--- src/rtl/ccip_rd_mux_pkg.sv ---
// Shared types and helpers for the CCI-P c0 read-port multiplexer.
package ccip_rd_mux_pkg;

    localparam int RSP_LATENCY = 1;

    localparam int DEF_NUM_PORTS       = 4;
    localparam int DEF_MAX_OUTSTANDING = 64;

    // Width of the routing tag carried in the mdata MSBs; at least one bit.
    function automatic int port_id_w(input int n);
        return (n > 1) ? $clog2(n) : 1;
    endfunction

    typedef logic [$clog2(DEF_NUM_PORTS)-1:0]     t_port_id;
    typedef logic [$clog2(DEF_MAX_OUTSTANDING):0] t_outst_cnt;

endpackage

--- src/rtl/rr_arbiter.sv ---
// Round-robin arbiter: one-hot grant, search starts after the last granted port.
module rr_arbiter #(
    parameter int N = 4
) (
    input  logic         clk,
    input  logic         rst_n,
    input  logic [N-1:0] req,
    input  logic         en,
    output logic [N-1:0] gnt
);

    localparam int IW = (N > 1) ? $clog2(N) : 1;

    logic [IW-1:0] ptr_q, ptr_d;
    logic          found;
    int            idx;

    always_comb begin
        gnt   = '0;
        ptr_d = ptr_q;
        found = 1'b0;
        idx   = 0;
        if (en) begin
            for (int k = 0; k < N; k++) begin
                idx = int'(ptr_q) + k;
                if (idx >= N) idx = idx - N;
                if (!found && req[idx]) begin
                    gnt[idx] = 1'b1;
                    found    = 1'b1;
                    ptr_d    = (idx == N - 1) ? '0 : IW'(idx + 1);
                end
            end
        end
    end

    always_ff @(posedge clk) begin
        if (!rst_n) ptr_q <= '0;
        else        ptr_q <= ptr_d;
    end

endmodule

--- src/rtl/ccip_rd_port_mux.sv ---
// Shares one CCI-P c0 read channel among NUM_PORTS clients, routing responses by mdata tag.
// Optional statistics counters are enabled with `define CCIP_RD_MUX_STATS_EN.
module ccip_rd_port_mux
    import ccip_rd_mux_pkg::*;
#(
    parameter int NUM_PORTS       = 4,
    parameter int ADDR_W          = 42,
    parameter int DATA_W          = 512,
    parameter int MDATA_W         = 16,
    parameter int MAX_OUTSTANDING = 64
) (
    input  logic                                            pClk,
    input  logic                                            reset_n,
    input  logic [NUM_PORTS-1:0]                            cl_req_valid,
    input  logic [NUM_PORTS*ADDR_W-1:0]                     cl_req_addr,
    input  logic [NUM_PORTS*(MDATA_W-port_id_w(NUM_PORTS))-1:0] cl_req_mdata,
    output logic [NUM_PORTS-1:0]                            cl_req_ready,
    output logic [NUM_PORTS-1:0]                            cl_rsp_valid,
    output logic [DATA_W-1:0]                               cl_rsp_data,
    output logic [MDATA_W-port_id_w(NUM_PORTS)-1:0]         cl_rsp_mdata,
    output logic                                            c0_req_valid,
    output logic [ADDR_W-1:0]                               c0_req_addr,
    output logic [MDATA_W-1:0]                              c0_req_mdata,
    input  logic                                            c0_alm_full,
    input  logic                                            c0_rsp_valid,
    input  logic [DATA_W-1:0]                               c0_rsp_data,
    input  logic [MDATA_W-1:0]                              c0_rsp_mdata,
    output logic [NUM_PORTS-1:0]                            err_underflow
`ifdef CCIP_RD_MUX_STATS_EN
    ,
    output logic [NUM_PORTS*32-1:0]                         stat_grants,
    output logic [31:0]                                     stat_stall_cycles
`endif
);

    localparam int PORT_ID_W = port_id_w(NUM_PORTS);
    localparam int TAG_W     = MDATA_W - PORT_ID_W;
    localparam int CNT_W     = $clog2(MAX_OUTSTANDING) + 1;

    logic [CNT_W-1:0]     outst_q [NUM_PORTS];
    logic [NUM_PORTS-1:0] eligible;
    logic [NUM_PORTS-1:0] grant;
    logic [PORT_ID_W-1:0] gnt_idx;
    logic [PORT_ID_W-1:0] rsp_port;
    logic                 rsp_hit;
    logic [NUM_PORTS-1:0] rsp_onehot;

    always_comb begin
        eligible = '0;
        for (int i = 0; i < NUM_PORTS; i++) begin
            eligible[i] = cl_req_valid[i] && (outst_q[i] < CNT_W'(MAX_OUTSTANDING));
        end
    end

    // Reset blocks grants so no handshake can complete while state is being cleared.
    rr_arbiter #(
        .N(NUM_PORTS)
    ) u_arb (
        .clk  (pClk),
        .rst_n(reset_n),
        .req  (eligible),
        .en   (reset_n && !c0_alm_full),
        .gnt  (grant)
    );

    assign cl_req_ready = grant;

    always_comb begin
        gnt_idx = '0;
        for (int i = 0; i < NUM_PORTS; i++) begin
            if (grant[i]) gnt_idx = PORT_ID_W'(i);
        end
    end

    always_ff @(posedge pClk) begin
        if (!reset_n) c0_req_valid <= 1'b0;
        else          c0_req_valid <= |grant;
        c0_req_addr  <= cl_req_addr[int'(gnt_idx)*ADDR_W +: ADDR_W];
        c0_req_mdata <= {gnt_idx, cl_req_mdata[int'(gnt_idx)*TAG_W +: TAG_W]};
    end

    assign rsp_port   = c0_rsp_mdata[MDATA_W-1 -: PORT_ID_W];
    assign rsp_hit    = c0_rsp_valid && (int'(rsp_port) < NUM_PORTS);
    assign rsp_onehot = rsp_hit ? (NUM_PORTS'(1) << rsp_port) : '0;

    always_ff @(posedge pClk) begin
        if (!reset_n) cl_rsp_valid <= '0;
        else          cl_rsp_valid <= rsp_onehot;
        cl_rsp_data  <= c0_rsp_data;
        cl_rsp_mdata <= c0_rsp_mdata[TAG_W-1:0];
    end

    // Late responses after a reset hit a zero counter: flag them, keep the counter at zero.
    always_ff @(posedge pClk) begin
        if (!reset_n) begin
            for (int i = 0; i < NUM_PORTS; i++) outst_q[i] <= '0;
            err_underflow <= '0;
        end else begin
            for (int i = 0; i < NUM_PORTS; i++) begin
                if (rsp_onehot[i] && (outst_q[i] == '0)) err_underflow[i] <= 1'b1;
                if (grant[i] && !rsp_onehot[i]) begin
                    outst_q[i] <= outst_q[i] + CNT_W'(1);
                end else if (!grant[i] && rsp_onehot[i] && (outst_q[i] != '0)) begin
                    outst_q[i] <= outst_q[i] - CNT_W'(1);
                end
            end
        end
    end

`ifdef CCIP_RD_MUX_STATS_EN
    always_ff @(posedge pClk) begin
        if (!reset_n) begin
            stat_grants       <= '0;
            stat_stall_cycles <= '0;
        end else begin
            for (int i = 0; i < NUM_PORTS; i++) begin
                if (grant[i]) stat_grants[i*32 +: 32] <= stat_grants[i*32 +: 32] + 32'd1;
            end
            if (c0_alm_full && (|eligible)) stat_stall_cycles <= stat_stall_cycles + 32'd1;
        end
    end
`endif

endmodule

--- config.mk ---
export PLATFORM = sky130hd
export DESIGN_NAME = ccip_rd_port_mux
export DESIGN_NICKNAME = d
export VERILOG_FILES = /design/src/rtl/ccip_rd_mux_pkg.sv /design/src/rtl/rr_arbiter.sv /design/src/rtl/ccip_rd_port_mux.sv
export SDC_FILE = /design/constraint.sdc
export NUM_CORES = 1
export LEC_CHECK = 0
export BUFFER_PORTS_ARGS = -buffer_cell sky130_fd_sc_hd__buf_2
export CORE_AREA = 4 4 529 531
export DETAILED_ROUTE_END_ITERATION = 7
export DIE_AREA = 0 0 533 535
export PLACE_DENSITY = 0.3
export SYNTH_ARGS = -nofsm -noshare
export SYNTH_HDL_FRONTEND = slang
export SYNTH_SLANG_ARGS = --single-unit
--- constraint.sdc ---
create_clock -name pClk -period 3.95 [get_ports pClk]
set_input_delay 0.395 -clock pClk [delete_from_list [all_inputs] [get_ports pClk]]
set_output_delay 0.395 -clock pClk [all_outputs]
set_load 0.01 [all_outputs]
==> summary.md, run 1 <==
| Metric | Value |
|---|---|
| TritonCTS buffer count | `95` |
| Final Slew Violations | `0` |
| Most common cell after layout, fill and taps aside | `buf_2` |
| Cell repeated most along the worst path | `buf_4` |
| Worst hold path depth | `3` |
| Post-route minimum period | `3.77 ns` |
| Post-synth EDFFs | `28` |
| Post-layout util | `0.139` |
| Nets | `4045` |
| DRC | `0` |
| CP Capture Type | `register` |
| Hold Crit Start | `cl_req_mdata[37]` |
| Layout cell share with drive strength beyond 1 | `0.472` |
| Vias in the first global route | `19600` |
| # H-tree levels | `3` |
| Global-route track usage on met3 | `0.0622` |
| Worst Path Required | `4.64 ns` |
| Worst R2R Path Depth | `14` |
| Sequential share of the synthesized area | `0.806` |
| Peak supply drop | `0.289 mV` |
| Synthesized area | `15800 sq um` |
| Clk sink count | `623` |
| Worst Tran Pin Value | `0.925 ns` |
| Global route hottest layer | `met2` |
| R2R Setup Slk | `0.18 ns` |
| CP delay by family, top | `buffers and inverters` |
| Pre-antenna DRT Iters | `5` |
| Rows | `193` |
| Layout area overhead | `141%` |
| Number of port buffers | `1356` |
| Largest net degree at the start of global routing | `61` |
| Synth Flop Type | `dfxtp_1` |
| Worst Skew | `0.0228 ns` |
| Critical Path Start | `u_arb.ptr_q[0]` |
| Cell variety after synth | `50` |
| Worst slack at placement | `0.0627 ns` |
| RSZ-0062 raised after global routing | `true` |
| Max-cap check violation count | `0` |
| Startpoint types | `register` |
| Ys async rst share | `0` |
| Final HPWL DP | `167000 um` |
| CP Depth | `14` |
| Core ar. | `276000 sq um` |
| Hold EP | `c0_req_mdata[9]` |
| Worst Hold Class | `in2reg` |
| Final WL | `190000 um` |
| First-pass GRT wire length | `232000 um` |
| TritonCTS clock tree | `done` |
| Yosys warnings | `0` |
| DRT antenna net count | `0` |
| Syn avg cell area | `14.6 sq um` |
| Die width | `533 um` |
| Die height | `535 um` |
| Gate Count Post-Synth | `1084` |
| Later-pin clock latency in the skew report | `0.75 ns` |
| CP arrival | `4.46 ns` |
| Final worst slack | `0.181 ns` |
| Critical-path cell list | `inv_1, ha_4, buf_4, and3_1, o211ai_1, buf_4, nand2_1, buf_4, a221o_1, nand3_4, buf_4, o221ai_1, a2bb2oi_1, dlygate4sd3_1` |
| Via density | `2.60` |
| Total gr overflow | `0` |
| Most frequent cells in the layout | `buf_2, dlygate4sd3_1, dfxtp_1` |
| Gp weighted congestion | `1.01` |
| Clock Root Buffer | `clkbuf_16` |
| Status | `finished clean` |
| GR Layer Usage met1 | `0.135` |
| Final worst-path cycle share | `0.954` |
| DRT iter0 DRCs | `938` |
| Pwr Density | `543 nW/um^2` |
| Reg-to-Reg Start | `u_arb.ptr_q[0]` |
| Worst relative slew slack | `0.375` |
| Initial antenna violation count | `167` |
| Final setup fails | `0` |
| Io pins | `1357` |
| Grt met2 use | `0.219` |
| Clock Tree Buf Depth | `4` |
| Overall Global Routing Usage | `0.127` |
| Crit path max-delay cell type | `dlygate4sd3_1` |
| Reg2Reg Capture Point | `c0_req_mdata[5]` |
| Critical setup path kind | `reg2reg` |
| Number of synthesized register bits | `623` |
| Initial Utilization | `0.0575` |
| Hold Fails Final Rpt | `0` |
| Setup TNS | `0 ns` |
| Net Count, Synth | `1871` |
| Worst-path maximum fanout | `16` |
| Via count | `18400` |
| WP buf/inv | `6` |
| Peak Freq | `265 MHz` |
| Leakage | `16.8 nW` |
| Die ar. | `285000 sq um` |
| Per-cell routed wire length | `26.8 um` |
| Crit path largest cell delay | `0.55 ns` |
| CTS clk-pin slew, worst paths | `0.06 ns` |
-- routing by layer --
layer	up-vias	share of wire
met5	-	0.0054
met4	96	0.037
met3	415	0.11
met2	1159	0.48
met1	8502	0.36
li1	8221	-
-- area by class of cell --
| type | count | area, sq um |
|---|---|---|
| fill | 31300 | 237000 |
| timing repair buffer | 2110 | 14300 |
| sequential | 623 | 12800 |
| tap | 3705 | 4640 |
| multi-input combinational | 408 | 2970 |
| clock buffer | 125 | 2640 |
| clock inverter | 45 | 713 |
| antenna | 50 | 125 |
| inverter | 20 | 77.6 |
-- metrics by stage --
| step | hold slack, ns | cells | power (mW) | area [sq um] |
|---|---|---|---|---|
| final | 0.0932 | 7086 | 20.7 | 38200 |
| after global routing | 0.0548 | 7066 | 21.7 | 38100 |
| after CTS | 0.000672 | 7031 | 21.4 | 38000 |
| after detailed placement | 0.467 | 6147 | 10.8 | 27400 |
| after global placement | 0.462 | 6147 | 10.8 | 27400 |
| after floorplan | 0.423 | 1084 | 8.47 | 15800 |
-- power breakdown --
| part | internal, mW | switching [mW] |
|---|---|---|
| Combinational | 1.80 | 2.40 |
| Clock | 5.76 | 3.58 |
| Sequential | 6.95 | 0.237 |
-- cell families after synthesis --
group                      share of synthesized area
xor gates and xnor gates                     0.00775
and+or+nand+nor                               0.0544
buffers and inverters                         0.0136
DFF                                            0.806
muxes                                        0.00356
adders and majority gates                     0.0228
AOI/OAI and AO/OA                             0.0925
-- state kept, by name, summed over array words and instances, names as in the netlist --
| name | count |
|---|---|
| cl_rsp_mdata | 14 |
| cl_rsp_data | 512 |
| cl_rsp_valid | 4 |
| c0_req_addr | 42 |
| c0_req_mdata | 16 |
| c0_req_valid | 1 |
| u_arb.ptr_q | 2 |
| outst_q | 28 |
| err_underflow | 4 |
-- cell usage after synthesis (4+ instances only) --
cell type | count | share of area
clkbuf_1 | 18 | 0.0043
xor2_1 | 5 | 0.0028
nand2b_1 | 11 | 0.0043
edfxtp_1 | 28 | 0.053
nor2b_1 | 10 | 0.0040
inv_1 | 19 | 0.0045
a2bb2oi_1 | 56 | 0.031
and3_1 | 5 | 0.0020
xnor2_1 | 9 | 0.0050
or3_1 | 5 | 0.0020
a21o_1 | 13 | 0.0062
ha_1 | 24 | 0.019
nand2_1 | 76 | 0.018
dfxtp_1 | 595 | 0.75
nor2_1 | 37 | 0.0088
a21oi_1 | 15 | 0.0047
nand3_1 | 16 | 0.0051
o221ai_1 | 57 | 0.032
o21ai_0 | 9 | 0.0028
a22o_1 | 5 | 0.0028
nor4_1 | 4 | 0.0016
nor3_1 | 13 | 0.0041
buf_2 | 13 | 0.0041
-- worst min-delay path, cell delays in order --
cell and delay [ns]:
buf_2 0.08, o221ai_1 0.15, a2bb2oi_1 0.17
-- worst max path at each step --
stage | slack, ns | end
after floorplan | 0.001 | outst_q[0][6]
after global placement | 0.002 | outst_q[2][6]
after detailed placement | 0.06 | outst_q[2][6]
after CTS | 0.008 | outst_q[2][6]
after global routing | -0.07 | outst_q[2][6]
final | 0.18 | c0_req_mdata[5]
-- repair_timing --
item	CTS	global route
hold buffers	714	0
hold endpoints to repair	588	0
buffers inserted	0	5
resized for setup	3	15
setup endpoints to repair	1	27
pin swaps	0	3
Power figures use the tool's default switching activity.
==> inputs of run 2 (changes only) <==
- ABC_AREA: not set -> 1
- CORE_AREA: 4 4 529 531 -> 4 4 533 535
- DIE_AREA: 0 0 533 535 -> 0 0 537 539
==> run 2 against run 1 <==
Effect of this change: global-route usage fell by 0.32 points; routed wire length decreased by 0.55%; register-to-register slack better by 0.22 ns; worst setup slack better by 0.22 ns; synthesized area rose by 11%.
==> summary.md, run 2 <==
| Metric | Value |
|---|---|
| Crit path max-delay cell type | `fa_1 (was dlygate4sd3_1)` |
| Hold Crit Start | `cl_req_mdata[42] (was cl_req_mdata[37])` |
| Critical Path Start | `u_arb.ptr_q[0] (unchanged)` |
| Min Hold Slack | `0.0765 ns (was 0.0932 ns)` |
| Max-cap check violation count | `0 (unchanged)` |
| Total gr overflow | `0 (unchanged)` |
| Number of port buffers | `1356 (unchanged)` |
| Pre-antenna DRT Iters | `4 (was 5)` |
| TritonCTS buffer count | `91 (was 95)` |
| CTS clk-pin slew, worst paths | `0.05 ns (was 0.06 ns)` |
| Multi-input combinational cell area | `3420 sq um (was 2970 sq um)` |
| Crit path largest cell delay | `0.40 ns (was 0.55 ns)` |
| Seq. cell area | `12800 sq um (unchanged)` |
| DRT antenna net count | `0 (unchanged)` |
| Worst Skew | `0.0726 ns (was 0.0228 ns)` |
| Setup TNS | `0 ns (unchanged)` |
| XOR/XNOR share of the synthesized area | `0.00800 (was 0.00775)` |
| Syn avg cell area | `10.7 sq um (was 14.6 sq um)` |
| Top-count cell post-synth | `dfxtp_1 (unchanged)` |
| Via density | `2.66 (was 2.60)` |
| Cell variety after synth | `37 (was 50)` |
| Layout area overhead | `126% (was 141%)` |
| Core ar. | `279000 sq um (was 276000 sq um)` |
| Cell repeated most along the worst path | `nand2_1 (was buf_4)` |
| Vias in the first global route | `21600 (was 19600)` |
| Largest net degree at the start of global routing | `113 (was 61)` |
| Synth top area share | `0.680 (was 0.752)` |
| DRC | `0 (unchanged)` |
| Layout cell share with drive strength beyond 1 | `0.402 (was 0.472)` |
| WP buf/inv | `6 (unchanged)` |
| Worst Hold Class | `in2reg (unchanged)` |
| Adder-cell share of the synthesized area | `0.0206 (was 0.0228)` |
| Post-synthesis mux area share | `0 (was 0.00356)` |
| Largest area contributor in the netlist | `dfxtp_1 (unchanged)` |
| Max reg flops | `512 (unchanged)` |
| Top cell types by occurrence after synthesis | `dfxtp_1, inv_1, nand3_1 (was dfxtp_1, nand2_1, o221ai_1)` |
| Pwr Density | `502 nW/um^2 (was 543 nW/um^2)` |
| Placed Cells | `6694 (was 6147)` |
| CP arrival | `4.02 ns (was 4.46 ns)` |
| Initial antenna violation count | `111 (was 167)` |
| Critical setup path kind | `reg2reg (unchanged)` |
| Ys async rst share | `0 (unchanged)` |
| CP Capture Type | `register (unchanged)` |
| Hold Fails Final Rpt | `0 (unchanged)` |
| Later-pin clock latency in the skew report | `0.78 ns (was 0.75 ns)` |
| CP delay by family, top | `simple AND/OR/NAND/NOR gates (was buffers and inverters)` |
| Post-route minimum period | `3.55 ns (was 3.77 ns)` |
| Synth Flop Type | `dfxtp_1 (unchanged)` |
| Overall Global Routing Usage | `0.124 (was 0.127)` |
| Fill count | `31800 (was 31300)` |
| Final Slew Violations | `0 (unchanged)` |
| Final worst-path cycle share | `0.899 (was 0.954)` |
| Worst Path Required | `4.42 ns (was 4.64 ns)` |
| Gp weighted congestion | `0.950 (was 1.01)` |
| Clock Root Buffer | `clkbuf_16 (unchanged)` |
| Clk sink count | `623 (unchanged)` |
| Post-Synth Simple-Gate Area | `0.151 (was 0.0544)` |
| Final setup fails | `0 (unchanged)` |
| Worst Tran Pin Value | `0.716 ns (was 0.925 ns)` |
| Clock Tree Buf Depth | `4 (unchanged)` |
| Critical-path cell list | `inv_4, ha_4, inv_1, buf_4, nand2_1, nand2_1, buf_4, nand2_1, o21ai_0, a21oi_1, nand2_1, nand2_1, nand2_1, buf_4, fa_1, nor2_1, a211oi_2, nor2_1, nor2_1, o21bai_1, xor2_1, nand2_1, o21ai_0, inv_1 (was inv_1, ha_4, buf_4, and3_1, o211ai_1, buf_4, nand2_1, buf_4, a221o_1, nand3_4, buf_4, o221ai_1, a2bb2oi_1, dlygate4sd3_1)` |
| Die height | `539 um (was 535 um)` |
| Peak Freq | `282 MHz (was 265 MHz)` |
| RSZ-0062 raised after global routing | `false (was true)` |
| Yosys warnings | `0 (unchanged)` |
| Leakage | `18.4 nW (was 16.8 nW)` |
| Net Count, Synth | `2422 (was 1871)` |
| Final HPWL DP | `162000 um (was 167000 um)` |
| Die ar. | `289000 sq um (was 285000 sq um)` |
| Io pins | `1357 (unchanged)` |
| Post-synth EDFFs | `28 (unchanged)` |
| Peak supply drop | `0.285 mV (was 0.289 mV)` |
| DRT iter0 DRCs | `888 (was 938)` |
| Worst-path maximum fanout | `10 (was 16)` |
| # H-tree levels | `3 (unchanged)` |
| Initial Utilization | `0.0628 (was 0.0575)` |
| Biggest regs | `cl_rsp_data (512), c0_req_addr (42), outst_q (28) (unchanged)` |
| Nets | `4579 (was 4045)` |
| Post-CTS Repair Setup Buffers | `0 (unchanged)` |
| Worst relative slew slack | `0.523 (was 0.375)` |
| Rows | `194 (was 193)` |
| Design area | `39600 sq um (was 38200 sq um)` |
| Sequential share of the synthesized area | `0.728 (was 0.806)` |
| Cell area after placement | `29000 sq um (was 27400 sq um)` |
| Most frequent cells in the layout | `buf_2, dlygate4sd3_1, dfxtp_1 (unchanged)` |
| Die width | `537 um (was 533 um)` |
| Complex-gate fraction of the synthesized area | `0.0133 (was 0.0925)` |
| Via count | `20400 (was 18400)` |
| First-pass GRT wire length | `233000 um (was 232000 um)` |
| Per-cell routed wire length | `24.7 um (was 26.8 um)` |
| Startpoint types | `register (unchanged)` |
| Status | `finished clean (unchanged)` |
| Largest Register | `cl_rsp_data (unchanged)` |
| Synthesized area | `17500 sq um (was 15800 sq um)` |
| Main combinational cell family by area after synthesis | `simple AND/OR/NAND/NOR gates (was compound AO/OA/AOI/OAI gates)` |
| Most common cell after layout, fill and taps aside | `buf_2 (unchanged)` |
| Area contributors post-synth | `dfxtp_1, nand3_1, inv_1, nand2_1, edfxtp_1 (was dfxtp_1, edfxtp_1, o221ai_1, a2bb2oi_1, ha_1)` |
| Number of synthesized register bits | `623 (unchanged)` |
| Fin cells | `7651 (was 7086)` |
| Gate Count Post-Synth | `1635 (was 1084)` |
| Final WL | `189000 um (was 190000 um)` |
| TritonCTS clock tree | `done (unchanged)` |
| Reg-to-Reg Start | `u_arb.ptr_q[0] (unchanged)` |
==> run 2: through the flow <==
step	utilization	power [mW]	setup WS, ns
finish	0.142	19.9	0.399
global route	0.142	20.9	0.0837
CTS	0.141	20.5	0.130
detailed placement	0.104	10.5	0.271
global placement	0.104	10.5	0.198
floorplan	-	8.39	0.440
==> run 2: final cells by class <==
class / count / area share
well taps: 3724 / 0.118
multi-input cells: 677 / 0.0866
inverters: 282 / 0.0269
clock inverters: 33 / 0.0122
flip-flops and latches: 623 / 0.322
diodes: 66 / 0.00417
clock buffers: 129 / 0.0660
repair buffers: 2117 / 0.364
==> run 2: logic make-up after synthesis <==
group	Yosys count
and+or+nand+nor	593
AOI/OAI and AO/OA	41
DFF	623
buffers and inverters	335
xor gates and xnor gates	16
adders and majority gates	27
==> run 2: path summary, 6_finish.rpt <==
check,cells after the start,end,slack [ns]
worst min register to register,2,err_underflow[2],0.48
worst max register to register,24,outst_q[0][6],0.40
worst min-delay path,5,c0_req_mdata[0],0.08
worst max-delay path,24,outst_q[0][6],0.40
==> run 2: worst min-delay path, stage by stage <==
cell and delay, ns:
buf_2 0.08, inv_1 0.09, nand2_1 0.10, nand3_1 0.06, nand2_1 0.06
==> run 2: timing repair <==
action	CTS	global route
setup endpoints to repair	0	8
endpoints found under the hold margin	587	0
resized for setup	0	5
hold buffers	729	0
==> run 2: metal layers <==
metal	global-route usage	wire, um
met1	0.140	73300
met2	0.221	92700
met3	0.0457	17700
met4	0.0278	5100
met5	0	162
==> run 2: power breakdown <==
part           switching (mW)  internal [mW]  total [mW]
registers               0.207           6.89        7.09
logic                    2.31           1.70        4.01
clock network            3.44           5.31        8.75
==> inputs of run 3 (changes only) <==
--- a/config.mk
+++ b/config.mk
@@ -9,5 +9,6 @@
 export BUFFER_PORTS_ARGS = -buffer_cell sky130_fd_sc_hd__buf_2
-export CORE_AREA = 4 4 533 535
+export CORE_AREA = 4 4 522 524
+export CTS_BUF_LIST = sky130_fd_sc_hd__clkbuf_8
 export DETAILED_ROUTE_END_ITERATION = 7
-export DIE_AREA = 0 0 537 539
+export DIE_AREA = 0 0 526 528
 export PLACE_DENSITY = 0.3
==> constraint.sdc (replaced) <==
create_clock -name pClk -period 3.8 [get_ports pClk]
set_input_delay 0.76 -clock pClk [delete_from_list [all_inputs] [get_ports pClk]]
set_output_delay 0.76 -clock pClk [all_outputs]
set_load 0.01 [all_outputs]
==> run 3 against run 2 <==
Effect of this change: cell area down 6.2%; clock skew grew 0.010 ns; clock-buffer cell count is 55 higher; register-to-register slack worse by 0.02 ns; first-iteration DRC count up 17%; die area shrank 4.0%; sequential power increased by 3.7%; final cell count decreased by 3.9%; core utilization decreased by 0.31 points; critical path depth decreased by 12; hold slack improved by 0.096 ns; critical path type is now reg2out; critical endpoint is now cl_req_ready[0].
==> summary.md, run 3 (same netlist as run 2, synthesis figures left out) <==
| Metric | Value |
|---|---|
| Max-cap check violation count | `0 (unchanged)` |
| Final WL | `193000 um (was 189000 um)` |
| Worst Skew | `0.0826 ns (was 0.0726 ns)` |
| Peak Freq | `284 MHz` |
| Die height | `528 um (was 539 um)` |
| Die ar. | `278000 sq um (was 289000 sq um)` |
| TritonCTS clock tree | `done (unchanged)` |
| Per-cell routed wire length | `26.2 um (was 24.7 um)` |
| Layout cell share with drive strength beyond 1 | `0.433 (was 0.402)` |
| Number of port buffers | `1356 (unchanged)` |
| Gp weighted congestion | `0.897 (was 0.950)` |
| Worst-path maximum fanout | `10 (unchanged)` |
| Via count | `20000 (was 20400)` |
| Peak supply drop | `0.203 mV (was 0.285 mV)` |
| CTS clk-pin slew, worst paths | `0.06 ns (was 0.05 ns)` |
| Worst Tran Pin Value | `0.733 ns (was 0.716 ns)` |
| Worst Hold Class | `in2reg (unchanged)` |
| RSZ-0062 raised after global routing | `false (unchanged)` |
| Critical setup path kind | `reg2out (was reg2reg)` |
| Global-route track usage on met3 | `0.0749 (was 0.0457)` |
| First-pass GRT wire length | `238000 um (was 233000 um)` |
| Setup TNS | `0 ns (unchanged)` |
| Worst relative slew slack | `0.508 (was 0.523)` |
| DRC | `0 (unchanged)` |
| Total gr overflow | `0 (unchanged)` |
| Later-pin clock latency in the skew report | `0.88 ns (was 0.78 ns)` |
| Final setup fails | `0 (unchanged)` |
| Pwr Density | `520 nW/um^2 (was 502 nW/um^2)` |
| Pre-antenna DRT Iters | `5 (was 4)` |
| GR Layer Usage met1 | `0.124 (was 0.140)` |
| CP arrival | `2.77 ns (was 4.02 ns)` |
| # H-tree levels | `4 (was 3)` |
| Io pins | `1357 (unchanged)` |
| Post-route minimum period | `3.53 ns` |
| Rows | `190 (was 194)` |
| Clock Root Buffer | `clkbuf_8 (was clkbuf_16)` |
| Worst Path Required | `3.04 ns (was 4.42 ns)` |
| Most common cell after layout, fill and taps aside | `buf_2 (unchanged)` |
| CP Capture Type | `output port (was register)` |
| Leakage | `17.8 nW (was 18.4 nW)` |
| Die width | `526 um (was 537 um)` |
| Initial antenna violation count | `149 (was 111)` |
| Status | `finished clean (unchanged)` |
| Most frequent cells in the layout | `buf_2, dfxtp_1, dlygate4sd3_1 (was buf_2, dlygate4sd3_1, dfxtp_1)` |
| Biggest regs | `cl_rsp_data (512), c0_req_addr (42), outst_q (28) (unchanged)` |
| Grt met2 use | `0.243 (was 0.221)` |
| Largest Register | `cl_rsp_data (unchanged)` |
| DRT antenna net count | `0 (unchanged)` |
| Core ar. | `267000 sq um (was 279000 sq um)` |
| Max reg flops | `512 (unchanged)` |
| Largest net degree at the start of global routing | `93 (was 113)` |
| Pwr Total | `19.3 mW (was 19.9 mW)` |
| Initial Utilization | `0.0655 (was 0.0628)` |
| Vias in the first global route | `21400 (was 21600)` |
| Global route hottest layer | `met2 (unchanged)` |
| DRT iter0 DRCs | `1037 (was 888)` |
| Clock Tree Buf Depth | `4 (unchanged)` |
| Final worst-path cycle share | `0.928` |
| Layout area overhead | `112% (was 126%)` |
| Clk sink count | `623 (unchanged)` |
| TritonCTS buffer count | `142 (was 91)` |
| Nets | `4424 (was 4579)` |
| Final HPWL DP | `167000 um (was 162000 um)` |
| Startpoint types | `register (unchanged)` |
| Final Slew Violations | `0 (unchanged)` |
| Via density | `2.73 (was 2.66)` |
| Overall Global Routing Usage | `0.133 (was 0.124)` |
| Hold Fails Final Rpt | `0 (unchanged)` |
==> run 3: changes by cell type in the layout (fill, tap and decap cells not counted), sizes merged <==
cell         change
bufinv           -7
clkinv           +5
inv             +35
diode            -5
dlygate4sd3    -201
clkbuf          +55
buf              -5
clkinvlp         -1
==> run 3: path summary, 6_finish.rpt <==
check                         from          endpoint  slack, ns  cells past startpoint
setup / recovery    u_arb.ptr_q[0]   cl_req_ready[0]       0.27                     12
hold / removal    cl_req_addr[134]    c0_req_addr[8]       0.17                      5
setup reg to reg    u_arb.ptr_q[0]     outst_q[0][6]       0.38                     22
hold reg to reg   err_underflow[1]  err_underflow[1]       0.48                      2
==> run 3: layout make-up <==
cell class              count  area, sq um
fillers                 30600       230000
flip-flops and latches    623        12800
repair buffers           1911        12300
well taps                3552         4440
multi-input cells         677         3420
clock buffers             184         2530
inverters                 282         1060
clock inverters            65          413
diodes                     61          153
==> run 3: metrics by stage <==
stage	cells	cell area, sq um	utilization	hold WS [ns]	worst slack, ns
floorplan	1635	17500	-	0.505	0.290
global placement	6516	28700	0.107	0.468	0.131
detailed placement	6516	28700	0.107	0.460	0.0944
CTS	7294	36900	0.138	0.000677	0.00250
global route	7336	37100	0.139	0.0913	0.0145
finish	7355	37100	0.139	0.173	0.273
==> run 3: routing by layer <==
metal  share of wire  routed length, um
met1            0.32              62700
met2            0.51              97800
met3            0.13              24400
met4           0.040               7760
met5          0.0014                275
==> run 3: timing repair <==
item                                   CTS  global route
hold buffers                           528             0
buffers inserted                         1             0
endpoints found under the hold margin  528             0
pin swaps                                1             0
resized for setup                        1             3
setup endpoints to repair                4             8
==> run 3: critical path, cell delays in order, from the launching register on <==
cell	delay, ns
dfxtp_1	0.37
inv_4	0.09
ha_4	0.26
inv_1	0.11
nand3_1	0.10
nand2_2	0.12
nand2_1	0.09
nor2_1	0.19
a21oi_1	0.09
nand2_1	0.07
nand2_1	0.10
inv_1	0.16
buf_2	0.16
==> run 3: report_power, final <==
part	leakage (nW)	switching, mW	internal [mW]
clock network	1.66	3.68	4.61
registers	5.31	0.188	7.16
logic	10.8	2.24	1.40
